## src/rtl/wb_regfile.sv

```systemverilog
// ---------------------------------------------------------------------------
// wb_regfile
//
// Write-back stage and architectural register file. The execute-stage result
// (data, destination index, write enable) is captured in a WB pipeline
// register and committed into the register array on the following edge.
// Two read ports serve the decode stage. Each port forwards from EX and from
// WB so that decode always sees the youngest value of a register.
//
// Ports:
//   clk           system clock, rising edge
//   rst           asynchronous reset, active-low
//   stall_i       hold the WB register and suppress commit this cycle
//   flush_i       invalidate the incoming EX result
//   ex_wdata_i    EX result data
//   ex_wd_i       EX destination register index
//   ex_wreg_i     EX result writes a register
//   re1_i         read port 1 enable
//   raddr1_i      read port 1 index
//   re2_i         read port 2 enable
//   raddr2_i      read port 2 index
//   rdata1_o      read port 1 data (combinational)
//   rdata2_o      read port 2 data (combinational)
//   wb_wdata_o    WB register data
//   wb_wd_o       WB register destination
//   wb_wreg_o     WB register holds a valid write
//   retire_cnt_o  count of committed writes to non-zero registers
// ---------------------------------------------------------------------------
module wb_regfile #(
   parameter int DATA_W   = 32,
   parameter int ADDR_W   = 5,
   parameter int NUM_REGS = 32
) (
   input  logic              clk,
   input  logic              rst,
   input  logic              stall_i,
   input  logic              flush_i,
   input  logic [DATA_W-1:0] ex_wdata_i,
   input  logic [ADDR_W-1:0] ex_wd_i,
   input  logic              ex_wreg_i,
   input  logic              re1_i,
   input  logic [ADDR_W-1:0] raddr1_i,
   input  logic              re2_i,
   input  logic [ADDR_W-1:0] raddr2_i,
   output logic [DATA_W-1:0] rdata1_o,
   output logic [DATA_W-1:0] rdata2_o,
   output logic [DATA_W-1:0] wb_wdata_o,
   output logic [ADDR_W-1:0] wb_wd_o,
   output logic              wb_wreg_o,
   output logic [31:0]       retire_cnt_o
);

   logic [DATA_W-1:0] wbWdata_q, wbWdata_d;
   logic [ADDR_W-1:0] wbWd_q,    wbWd_d;
   logic              wbWreg_q,  wbWreg_d;
   logic [31:0]       retireCnt_q, retireCnt_d;
   logic [DATA_W-1:0] regs_q [NUM_REGS];
   logic              commitEn;

   // A commit uses the WB content held before the edge. Stall defers it so a
   // held entry is written exactly once, on its first unstalled edge. Flush
   // only affects what enters WB, so it never cancels this commit. Writes to
   // register zero are dropped and not counted.
   assign commitEn = wbWreg_q && !stall_i && (wbWd_q != '0);

   // Next WB content: flush beats stall, stall holds, otherwise take EX.
   always_comb begin
      wbWdata_d = wbWdata_q;
      wbWd_d    = wbWd_q;
      wbWreg_d  = wbWreg_q;
      if (flush_i) begin
         wbWdata_d = '0;
         wbWd_d    = '0;
         wbWreg_d  = 1'b0;
      end else if (!stall_i) begin
         wbWdata_d = ex_wdata_i;
         wbWd_d    = ex_wd_i;
         wbWreg_d  = ex_wreg_i;
      end
   end

   // Retire counter advances once per real commit and wraps naturally.
   always_comb begin
      retireCnt_d = retireCnt_q;
      if (commitEn) begin
         retireCnt_d = retireCnt_q + 32'd1;
      end
   end

   // WB pipeline register and retire counter. Reset discards any pending WB
   // entry, so nothing in flight is committed across a reset.
   always_ff @(posedge clk or negedge rst) begin
      if (!rst) begin
         wbWdata_q   <= '0;
         wbWd_q      <= '0;
         wbWreg_q    <= 1'b0;
         retireCnt_q <= '0;
      end else begin
         wbWdata_q   <= wbWdata_d;
         wbWd_q      <= wbWd_d;
         wbWreg_q    <= wbWreg_d;
         retireCnt_q <= retireCnt_d;
      end
   end

   // Architectural register array. Entry zero is never written, so it stays
   // zero, though the read ports also force it to zero independently.
   always_ff @(posedge clk or negedge rst) begin
      if (!rst) begin
         for (int i = 0; i < NUM_REGS; i++) begin
            regs_q[i] <= '0;
         end
      end else if (commitEn) begin
         regs_q[wbWd_q] <= wbWdata_q;
      end
   end

   // Read port 1. EX is the youngest producer, so it is checked first unless
   // it is being flushed. A pending WB entry is younger than the array and is
   // forwarded even while stalled.
   always_comb begin
      rdata1_o = regs_q[raddr1_i];
      if (!re1_i || raddr1_i == '0) begin
         rdata1_o = '0;
      end else if (ex_wreg_i && !flush_i && ex_wd_i == raddr1_i) begin
         rdata1_o = ex_wdata_i;
      end else if (wbWreg_q && wbWd_q == raddr1_i) begin
         rdata1_o = wbWdata_q;
      end
   end

   // Read port 2, same priority as port 1 and fully independent of it.
   always_comb begin
      rdata2_o = regs_q[raddr2_i];
      if (!re2_i || raddr2_i == '0) begin
         rdata2_o = '0;
      end else if (ex_wreg_i && !flush_i && ex_wd_i == raddr2_i) begin
         rdata2_o = ex_wdata_i;
      end else if (wbWreg_q && wbWd_q == raddr2_i) begin
         rdata2_o = wbWdata_q;
      end
   end

   assign wb_wdata_o   = wbWdata_q;
   assign wb_wd_o      = wbWd_q;
   assign wb_wreg_o    = wbWreg_q;
   assign retire_cnt_o = retireCnt_q;

endmodule

```

## config.mk

```make
export PLATFORM = sky130hd
export DESIGN_NAME = wb_regfile
export DESIGN_NICKNAME = d
export VERILOG_FILES = /design/src/rtl/wb_regfile.sv
export SDC_FILE = /design/constraint.sdc
export NUM_CORES = 2
export LEC_CHECK = 0
export ABC_AREA = 0
export BUFFER_PORTS_ARGS = -buffer_cell sky130_fd_sc_hd__buf_4
export CAP_MARGIN = 30
export CORE_MARGIN = 10
export CORE_UTILIZATION = 30
export DETAILED_ROUTE_END_ITERATION = 10
export SKIP_CTS_REPAIR_TIMING = 1
export SLEW_MARGIN = 0
export SYNTH_ARGS = -nofsm -noshare
export SYNTH_HDL_FRONTEND = slang
export SYNTH_SLANG_ARGS = --single-unit
```

## constraint.sdc

```tcl
create_clock -name clk -period 3.1 [get_ports clk]
set_clock_uncertainty 0.15 [all_clocks]
set_input_delay 0.31 -clock clk [delete_from_list [all_inputs] [get_ports clk]]
set_output_delay 0.31 -clock clk [all_outputs]
set_load 0.005 [all_outputs]
```

==> results.toml <==
[status]
status = "finished with violations"
violations = "hold timing, setup timing"

[floorplanning]
die_h_um = 461
placementRows = 161
initial_core_util = 0.303
die_area_sq_um = 213000
ios = 188
coreArea_sq_um = 193000
die_x_um = 461

[cts]
worstSkewPairLatency_ns = 0.77
clock_path_buffers = 3
root_buffer = "clkbuf_16"
ctsHtreeMaxLevel = 3
cts_tree = "done"
cts_buffers = 115
clock_sinks = 1094
cts.clk_slew.worst_paths_ns = 0.07

[detailed_routing]
remaining_drc_errors = 0
viasPerCell = 5.81
wirelength_um = 217000
drtIter0Drc = 4096
num_vias = 40388
wl_per_cell_um = 31.1
drtPass1Iterations = 5
postRouteAntennaNets = 0

[placement]
hpwlAfterDp_um = 139000
portBuffers = 187
placed_area_sq_um = 65700
gp_congestion = 0.896

[flow_run]
drv_cap = 0

[timing]
whs_ns = -0.0158
grt_setup_unrepaired = "true"
period_minus_slack_ns = 3.62
maxSlewHeadroom = 0.352
period_share = 1.17
post-route-worst-setup-slack_ns = -0.516
worstMarginPinSlew_ns = 0.973
setup_viol = 64
finalHoldViolations = 4
fmaxAchievable_ghz = 0.277
drv_slew = 0

[power_and_ir_drop]
ir_drop_uv = 438
p_comb_frac = 0.105
fin_total_pwr_mw = 33.4
pwr-share-seq = 0.443
p_int_mw = 24.8
p_per_area_nw_per_um2 = 467
switching_share = 0.257
cellLeakagePower_nw = 32.4
clock_power_share = 0.452
switchingPower_mw = 8.60

[grt]
grt_start_max_net_pins = 82
grt_overflow = 0
grt_pass1_vias = 41336
track_usage = 0.197
grt_pass1_wl_um = 309000
antenna_found_initial = 2

[worst_setup_path]
r2r_start = "wb_wreg_o$_DFFE_PN0P_"
worstSetupPathType = "flop to primary output"
cp.arrival_ns = 3.16
worstSetupStartpointType = "flop"
ff2ff_path_depth = 8
cp.required_ns = 2.64
crit_fanout = 3
r2r_setup_slack_ns = 0.48
timing.rr.end = "regs_q[436]$_DFFE_PN0P_"
end_kind = "primary output"

[logic_synthesis]
async_flop_share = 1.00
yosysSeqAreaShare = 0.469
ys_seq_elements = 1094
synthCells = 4030
synth_top_area_frac = 0.469
synth_ff_type = "dfrtp_1"
syn_avg_cell_area_sq_um = 14.5
synth_edf_count = 0
yosys.area.top_type = "dfrtp_1"
synth_nets = 4085
yosysWarnings = 0
syn_area_sq_um = 58400
synth.top_cells.by_area = "dfrtp_1, mux2_2, mux4_2, mux2i_1, clkbuf_1"
synth_cell_type_count = 56

[final_layout]
drive_gt1_frac = 0.557
area.growth.synth_to_final_pct = 22.5
finalInstanceArea_sq_um = 71500
fin_nets = 4385
post-route-util = 0.371

[min_path]
hold_path.class = "input port to asynchronous set/reset pin"
[per-layer routing]
metal / GRT usage / wire, um / up-vias
li1: - / - / 16144
met1: 0.239 / 82400 / 21894
met2: 0.323 / 104000 / 1742
met3: 0.0365 / 14200 / 606
met4: 0.123 / 15900 / 2
met5: 0 / 11 / -
[worst max-delay path, cell delays in order, from the launching register on]
cell      delay, ns
dfrtp_1        0.40
mux4_2         0.47
mux4_2         0.52
nor4_1         0.56
a211oi_2       0.13
buf_4          0.18
buf_4          0.13
[worst max path at each step]
stage          slack (ns)           end  depth (start not counted)                    start
2_1_floorplan        0.66  rdata2_o[20]                          9              raddr2_i[0]
3_3_place_gp        -0.49  rdata1_o[25]                         11              raddr1_i[3]
3_5_place_dp        -0.50  rdata1_o[25]                         11              raddr1_i[3]
4_1_cts             -1.08  rdata1_o[25]                          9   wb_wd_o[4]$_DFFE_PN0P_
5_1_grt             -0.51   rdata1_o[7]                         10   wb_wd_o[4]$_DFFE_PN0P_
6_report            -0.52  rdata1_o[14]                          6  regs_q[526]$_DFFE_PN0P_
[placed cells by master, fill, tap and decap left out, drive strengths merged, types with 22 or more instances in the layout]
| cell | n |
|---|---|
| a211oi | 30 |
| a21oi | 61 |
| a22oi | 70 |
| buf | 608 |
| clkbuf | 155 |
| clkinv | 36 |
| dfrtp | 1094 |
| dlygate4sd3 | 39 |
| mux2 | 1020 |
| mux2i | 182 |
| mux4 | 467 |
| nand2 | 115 |
| nand3 | 33 |
| nor2 | 74 |
| nor2b | 24 |
| nor4 | 27 |
| o221ai | 81 |
| o22ai | 43 |
| xnor2 | 22 |
| xor2 | 29 |
[Yosys cell counts, types with 4 or more instances]
| library cell | count |
|---|---|
| dfrtp_1 | 1094 |
| mux2_2 | 1016 |
| mux4_2 | 467 |
| clkbuf_1 | 218 |
| mux2i_1 | 182 |
| buf_2 | 138 |
| nand2_1 | 115 |
| o221ai_1 | 81 |
| nor2_1 | 74 |
| a22oi_1 | 70 |
| a21oi_1 | 61 |
| buf_1 | 57 |
| o22ai_1 | 43 |
| buf_4 | 41 |
| nand3_1 | 33 |
| a211oi_1 | 30 |
| xor2_1 | 29 |
| nor4_1 | 27 |
| nor2b_1 | 24 |
| xnor2_1 | 22 |
| a211o_1 | 21 |
| nor3_1 | 20 |
| o21ai_0 | 16 |
| a221oi_1 | 13 |
| inv_1 | 12 |
| nand4_1 | 12 |
| buf_6 | 11 |
| and3_1 | 9 |
| a22o_1 | 8 |
| nand2b_1 | 8 |
| a311oi_1 | 7 |
| a31oi_1 | 7 |
| a21o_1 | 6 |
| nor4b_1 | 6 |
| o211ai_1 | 6 |
| a2111oi_0 | 5 |
| and2_1 | 5 |
| and4_1 | 4 |
| mux2_1 | 4 |
| nor3b_1 | 4 |
| nor4bb_1 | 4 |
[kinds of logic after synthesis]
kind of cell | Yosys count | synth area share
mux | 1669 | 0.408
flops | 1094 | 0.469
buf+inv | 477 | 0.0377
compound gates | 380 | 0.0476
simple gates | 358 | 0.0303
xor+xnor | 51 | 0.00765
fa+ha+maj | 1 | 0.000214
[area by class of cell]
cell class / count / area (sq um)
Clock buffer: 154 / 3250
Antenna cell: 1 / 2.50
Multi-Input combinational cell: 2459 / 30200
Fill cell: 18100 / 121000
Sequential cell: 1094 / 27400
Clock inverter: 63 / 850
Inverter: 12 / 45.0
Tap cell: 2526 / 3160
Timing Repair Buffer: 648 / 6630
[sequential cells by signal, indices dropped and copies added, names as in the netlist]
register      cells
retire_cnt_o     32
wb_wreg_o         1
wb_wdata_o       32
wb_wd_o           5
regs_q         1024
[through the flow]
| step | worst slack [ns] | hold WS (ns) | TNS, ns | cells |
|---|---|---|---|---|
| 4_1_cts | -1.08 | -0.580 | -38.73 | 6909 |
| 3_5_place_dp | -0.496 | 0.231 | -3.27 | 6692 |
| 6_report | -0.516 | -0.0158 | -19.94 | 6957 |
| 2_1_floorplan | 0.656 | -0.136 | 0 | 4030 |
| 5_1_grt | -0.511 | 0.0515 | -23.33 | 6957 |
| 3_3_place_gp | -0.489 | 0.190 | -3.68 | 6692 |
[power groups by stage]
stage	clock network, mW	logic [mW]	registers (mW)
after floorplan	0	1.61	15.0
after global placement	0	3.27	15.0
after detailed placement	0	3.30	15.1
after CTS	15.3	3.31	14.8
after global routing	15.9	3.67	14.8
final	15.1	3.49	14.8
No activity file was read; power rests on OpenSTA's default activity.
